File: src/rtl/pc_context_scheduler.sv
// Multi-context program counter: kernel is context 0, user contexts live in fixed partitions.
// Keeps a saved relative PC per context, preempts on quantum, traps to kernel, dispatches round-robin.
module pc_context_scheduler #(
  parameter int ADDR_W    = 32,
  parameter int NUM_CTX   = 4,
  parameter int PART_SIZE = 200,
  parameter int BOOT_PC   = 199,
  localparam int CTX_W    = $clog2(NUM_CTX)
) (
  input  logic              clock,
  input  logic              reset,
  input  logic              stop,
  input  logic [2:0]        desvio,
  input  logic [ADDR_W-1:0] novo_end,
  input  logic [ADDR_W-1:0] novo_end_r,
  input  logic              zero,
  input  logic              negativo,
  input  logic              def_quantum,
  input  logic              end_program,
  input  logic              change_prog,
  input  logic              lpc,
  output logic [ADDR_W-1:0] endereco,
  output logic [CTX_W-1:0]  ctx_atual,
  output logic [CTX_W-1:0]  next_ctx,
  output logic              trap,
  output logic [1:0]        trap_cause,
  output logic              all_done
);

  logic [ADDR_W-1:0] quantum;
  logic [ADDR_W-1:0] inst_cnt;
  logic [ADDR_W-1:0] saved_pc [NUM_CTX];
  logic [NUM_CTX-1:0] done;

  function automatic logic [ADDR_W-1:0] base_of(input logic [CTX_W-1:0] c);
    return ADDR_W'(c) * ADDR_W'(PART_SIZE);
  endfunction

  logic [ADDR_W-1:0] cur_base;
  logic [ADDR_W-1:0] rel_pc;
  logic [ADDR_W-1:0] pc_inc;
  logic [ADDR_W-1:0] branch_target;
  logic [ADDR_W-1:0] pc_next;
  logic [ADDR_W-1:0] dispatch_pc;

  assign cur_base      = base_of(ctx_atual);
  assign rel_pc        = endereco - cur_base;
  assign pc_inc        = endereco + ADDR_W'(1);
  assign branch_target = novo_end + cur_base;
  assign dispatch_pc   = saved_pc[next_ctx] + base_of(next_ctx);

  logic in_user;
  logic quantum_hit;
  logic trap_take;
  logic lpc_take;

  assign in_user     = (ctx_atual != '0);
  assign quantum_hit = (quantum != '0) && (inst_cnt >= quantum);
  // A pending trap only fires on a plain sequential step; branches run first.
  assign trap_take   = !stop && in_user && (desvio == 3'b000) &&
                       (end_program || change_prog || quantum_hit);
  assign lpc_take    = !stop && !in_user && lpc && (next_ctx != '0);

  always_comb begin
    pc_next = pc_inc;
    case (desvio)
      3'b000: pc_next = pc_inc;
      3'b001: pc_next = branch_target;
      3'b010: pc_next = zero ? branch_target : pc_inc;
      3'b011: pc_next = novo_end_r;
      3'b100: pc_next = zero ? pc_inc : branch_target;
      3'b101: pc_next = negativo ? branch_target : pc_inc;
      3'b110: pc_next = (negativo | zero) ? branch_target : pc_inc;
      3'b111: pc_next = endereco;
    endcase
  end

  logic [NUM_CTX-1:0] done_after;
  logic               rr_found;
  logic [CTX_W-1:0]   rr_ctx;
  logic [CTX_W-1:0]   rr_idx;
  int                 rr_cand;
  logic [ADDR_W:0]    sys_req;
  logic [CTX_W-1:0]   sys_idx;
  logic               sys_ok;
  logic [CTX_W-1:0]   trap_next;
  logic [1:0]         cause;

  // Round-robin scan starts after the trapping context and ends on it.
  always_comb begin
    done_after = done;
    if (end_program) done_after[ctx_atual] = 1'b1;
    rr_found = 1'b0;
    rr_ctx   = '0;
    rr_cand  = 0;
    rr_idx   = '0;
    for (int k = 1; k < NUM_CTX; k++) begin
      rr_cand = ((int'(ctx_atual) + k - 1) % (NUM_CTX - 1)) + 1;
      rr_idx  = CTX_W'(rr_cand);
      if (!rr_found && !done_after[rr_idx]) begin
        rr_found = 1'b1;
        rr_ctx   = rr_idx;
      end
    end
    sys_req = {1'b0, novo_end_r} + (ADDR_W+1)'(1);
    sys_idx = CTX_W'(sys_req);
    sys_ok  = (sys_req <= (ADDR_W+1)'(NUM_CTX - 1)) && !done_after[sys_idx];
    if (change_prog && sys_ok) trap_next = sys_idx;
    else if (rr_found)         trap_next = rr_ctx;
    else                       trap_next = '0;
    if (end_program)      cause = 2'b10;
    else if (change_prog) cause = 2'b11;
    else                  cause = 2'b01;
  end

  always_ff @(posedge clock) begin
    if (reset) begin
      endereco   <= ADDR_W'(BOOT_PC);
      ctx_atual  <= '0;
      next_ctx   <= CTX_W'(1);
      trap       <= 1'b0;
      trap_cause <= 2'b00;
      all_done   <= 1'b0;
      quantum    <= '0;
      inst_cnt   <= '0;
      done       <= '0;
      for (int i = 0; i < NUM_CTX; i++) saved_pc[i] <= '0;
    end else begin
      trap <= 1'b0;
      if (def_quantum) quantum <= novo_end_r;
      if (!stop) begin
        if (trap_take) begin
          // end_program re-executes nothing, so its saved PC is the halting instruction.
          saved_pc[ctx_atual] <= end_program ? rel_pc : rel_pc + ADDR_W'(1);
          done       <= done_after;
          next_ctx   <= trap_next;
          all_done   <= !rr_found;
          trap_cause <= cause;
          endereco   <= '0;
          ctx_atual  <= '0;
          inst_cnt   <= '0;
          trap       <= 1'b1;
        end else if (lpc_take) begin
          ctx_atual <= next_ctx;
          endereco  <= dispatch_pc;
          inst_cnt  <= '0;
        end else begin
          if (in_user && (inst_cnt != '1)) inst_cnt <= inst_cnt + ADDR_W'(1);
          endereco <= pc_next;
        end
      end
    end
  end

endmodule

File: config.mk
export PLATFORM = sky130hd
export DESIGN_NAME = pc_context_scheduler
export DESIGN_NICKNAME = d
export VERILOG_FILES = /design/src/rtl/pc_context_scheduler.sv
export SDC_FILE = /design/constraint.sdc
export NUM_CORES = 1
export LEC_CHECK = 0
export CELL_PAD_IN_SITES_DETAIL_PLACEMENT = 0
export CELL_PAD_IN_SITES_GLOBAL_PLACEMENT = 1
export CORE_MARGIN = 10
export CORE_UTILIZATION = 30
export CTS_CLUSTER_SIZE = 30
export DETAILED_ROUTE_END_ITERATION = 8
export GPL_TIMING_DRIVEN = 0
export PLACE_DENSITY = 0.62
export RECOVER_POWER = 50
export SYNTH_ARGS = -nofsm -noshare
export SYNTH_HDL_FRONTEND = slang
export SYNTH_SLANG_ARGS = --single-unit
File: constraint.sdc
create_clock -name clock -period 6.05 [get_ports clock]
set_input_delay 1.5125 -clock clock [delete_from_list [all_inputs] [get_ports clock]]
set_output_delay 1.5125 -clock clock [all_outputs]
set_load 0.03 [all_outputs]
# Word-level counts from Yosys, hierarchy flattened
# Memory sizes are Yosys's and may differ from the RTL's. A register that Yosys moved wholly into a read port is not among the register bits.
# Index checks and enable logic that the tools add are counted.
# op_classes
n_addsub,16
n_mul,2
div_mod_pow,3
magnitude_cmp,8
n_eq_ne,9
n_mux,45
bitwise,3
n_reduce_logical,33
# op_table
op,count
32-bit 2-to-1 mux,11
32-bit case mux with 7 select lines,1
32-bit by 1-bit adder with 32-bit output (second input constant),3
32-bit by 3-bit remainder unit with 32-bit output (second input constant),3
32-bit by 10-bit adder with 32-bit output,2
32-bit by 1-bit adder with 33-bit output (second input constant),1
33-bit by 2-bit less-or-equal comparator with 1-bit output (second input constant),1
32-bit >= comparator,1
32-bit != test (second input constant),1
32-bit nonzero test,1
32-bit OR reduction,1
32-bit by 10-bit subtractor with 32-bit output,1
2-bit 2-to-1 mux,12
2-bit by 3-bit less-than comparator with 1-bit output (second input constant),5
1-bit 2-to-1 mux,15
2-bit by 5-bit multiplier with 7-bit output (second input constant),2
1-bit logical AND,13
3-bit == test (second input constant),4
3-bit by 1-bit subtractor with 4-bit output (second input constant),3
1-bit binary-select mux with 2-bit select,4
2-bit AND reduction,4
1-bit logical NOT,7
2-bit adder (second input constant),3
2-bit by 2-bit adder with 3-bit output (second input constant),2
14 further kinds,18
# totals
register_bits,108
ram_bits,128
input_bits,76
out_inout_bits,40
word_cells,129
n_memories,1
# memory_table
name,depth,width,rd,rd_clocked_by_memory_dff,wr,line,source
saved_pc,4,32,1,1,4,32,logic [ADDR_W-1:0] saved_pc [NUM_CTX];

# Depth between registers and ports, before layout
# depth
word_depth,18
mapped_depth,16
ltp_nobuf,13

# Worst setup path after synthesis
# Ideal clock, no wire load.
# synth_timing
path_kind,input port to flip-flop
start,in desvio[0]
end,"mem saved_pc[3][0], enable pin"
setup_ns,0.470
arrival_ns,4.900
t_required_ns,5.580
setup_slack_ns,0.680
stages,7
n_path_buf,3
cell_sequence,clkbuf_1 > nor3_1 > nand2_1 > a211o_1 > clkbuf_1 > clkbuf_1 > o31ai_1
# synth_lines
item,line,source
from (decl),13,"input logic [2:0] desvio,"
to (decl),32,

==> results.yml <==
run_status:
  status: "finished with violations"
  failed_checks: "capacitance limit, slew limit"
route:
  detail-route-antenna-nets: 0
  wire_per_inst_um: 22.0
  drt_wl_total_um: 55700
  drt-initial-drc-count: 928
  routed_via_density: 5.30
  drc: 0
  vias: 13437
  firstDrtPassIters: 5
setup_path:
  critPathMaxFanout: 12
  cp.arrival_ps: 6040
  regToRegSetupSlack_ps: 510
  r2r_cells: 14
  cp-start-kind: "input pin"
  cp-end-kind: "flip-flop"
  path_class: "in -> reg"
  crit_required_ps: 6300
  r2r-end: "endereco[31]"
sta:
  fin_crit_ps: 5780
  skew_ps: 22.5
  worst_pin_slew_ps: 2070
  fin_setup_tns_ps: 0
  slew_headroom_pct: -39.3
  rsz0062_at_grt: "false"
  holdWs_ps: 448
  slew_viol_final: 11
  setup-violations-final: 0
  min_period_over_period_pct: 95.6
  fmax_ghz: 0.173
  hold_viol: 0
final_layout:
  layout_common_cells: "nor2_1, edfxtp_1, nand2_1"
  layout_commonest_cell: "nor2_1"
  final_net_count: 1976
  utilization_pct: 36.0
  drive_gt1_share_pct: 6.79
  syn_to_final_growth_pct: 18.9
synthesis:
  syn_area_um2: 15500
  ys_types: 82
  yosys.area.top_type_share_pct: 24.8
  syn_nets: 1831
  synthTopCellsByArea: "edfxtp_1, dfxtp_1, nor2_1"
  netlist_instances: 1689
  yosys_warnings: 0
  synth_edf_count: 128
  async_reset_ff_share_pct: 0
  yosysSeqAreaShare_pct: 39.0
  ys_seq_elements: 238
  synthFlopType: "edfxtp_1"
  yosysTopAreaCell: "edfxtp_1"
  syn_area_per_cell_um2: 9.18
hold_path:
  holdPathStages: 2
  min_from: "trap_cause[0]"
  min_to: "trap_cause[0]"
  hold_class: "reg -> reg"
floorplan:
  ios: 116
  chipWidth_um: 247
  placementRows: 83
  start_util_pct: 30.3
  die_h_um: 247
  coreArea_um2: 51200
  die_area_um2: 61200
global_route:
  grt_pass1_wl_um: 83300
  grt_overflow: 0
  grt_pass1_vias: 13473
  track_usage_pct: 17.8
  antenna_found_initial: 1
  grt_max_degree: 32
clock_tree:
  clkSinkCount: 238
  cts_buffers: 29
  cts.htree.levels: 1
  clkSlewWorstSetupHoldPaths_ps: 60
  post_cts_buffers: 0
  clk_latency_ps: 570
  cts_tree: "done"
  root_buffer: "clkbuf_16"
  cts_max_path_buffers: 3
  cts_hold_buf: 0
pwr:
  power_leakage_nw: 6.53
  ir_worst_vdd_v: 0.000147
  power_density_nw_per_um2: 243
place:
  place.gp.congestion: 0.884
  hpwlAfterDp_um: 43800
  numPortBuffers: 110
run:
  maxCapViolations: 1
## per-layer routing
metal  vias up  GRT usage, %  wire (um)
li1       6449             -          -
met1      6581          22.6      24500
met2       324          30.9      27200
met3        81          2.20       2540
met4         2          5.15       1490
met5         -             0         13
## critical path, cell delays in order
cell	delay (ps)
dlygate4sd3_1	770
or2_2	230
a211oi_1	50
o21ai_0	70
nor2_1	80
a211o_1	260
clkbuf_1	260
clkbuf_1	490
o31ai_1	1750
buf_8	260
clkbuf_4	280
## where the power goes
group | leakage [nW] | internal [mW] | switching, mW | total (mW)
clock | 0.453 | 1.04 | 0.716 | 1.76
combinational | 3.86 | 0.323 | 0.580 | 0.903
sequential | 2.22 | 1.76 | 0.0635 | 1.83
total | 6.53 | 3.13 | 1.36 | 4.49
## sequential cells by signal, summed over array words and instances (netlist names), named ones only
name        flops
all_done        1
ctx_atual       2
done            4
endereco       32
inst_cnt       32
next_ctx        2
quantum        32
saved_pc      128
trap            1
trap_cause      2
## worst max-delay path by stage
stage | slack [ps] | start | end
2_1_floorplan | 680 | desvio[0] | saved_pc[3][0]
3_3_place_gp | -2780 | stop | saved_pc[3][29]
3_5_place_dp | -450 | end_program | saved_pc[1][1]
4_1_cts | 120 | end_program | saved_pc[1][0]
5_1_grt | 100 | end_program | saved_pc[0][0]
6_report | 270 | end_program | saved_pc[3][13]
## per-stage QoR
step | cells | power (mW) | setup slack [ps] | cell area (um^2)
after floorplan | 1689 | 2.41 | 680 | 15500
after global placement | 2479 | 2.76 | -2780 | 17500
after detailed placement | 2484 | 2.77 | -450 | 17600
after CTS | 2536 | 4.54 | 125 | 18500
after global routing | 2535 | 4.67 | 97.8 | 18400
final | 2536 | 4.49 | 267 | 18400
## cell families after synthesis
kind of cell    count (synthesis)  share of synthesized area (%)
buf+inv                       170                           4.21
mux                            75                           7.60
simple gates                  676                           20.8
fa+ha+maj                      66                           5.47
compound gates                304                           13.9
flops                         238                           39.0
xor+xnor                      160                           9.04
## cells in the mapped netlist (9+ instances only)
library cell	n
ha_1	63
clkbuf_1	83
xor2_1	73
or2_2	11
and3_1	23
nand4_1	46
mux2i_1	40
nor4_1	22
mux4_2	34
edfxtp_1	128
o211ai_1	16
nor2_1	268
nand3_1	55
dfxtp_1	110
xnor2_1	87
a22oi_1	9
a21o_1	13
a21oi_1	80
or3_1	15
nand2b_1	9
inv_1	71
nor3_1	51
o21ai_0	49
a211oi_1	26
a221oi_1	9
nand2_1	123
a31oi_1	12
and4_1	14
o21a_1	9
nor2b_1	9
## repair_timing
item	CTS	global route
resized for setup	0	2
setup endpoints to repair	0	20
endpoints found under the hold margin	0	0
## layout make-up
type | count | area (um^2)
clock buffer | 34 | 744
fill | 5256 | 32800
multi-input combinational | 1281 | 8760
tap | 680 | 851
timing repair buffer | 115 | 1190
sequential | 238 | 6050
buffer | 98 | 383
clock inverter | 18 | 188
antenna | 1 | 2.50
inverter | 71 | 267
Power figures use the tool's default switching activity.
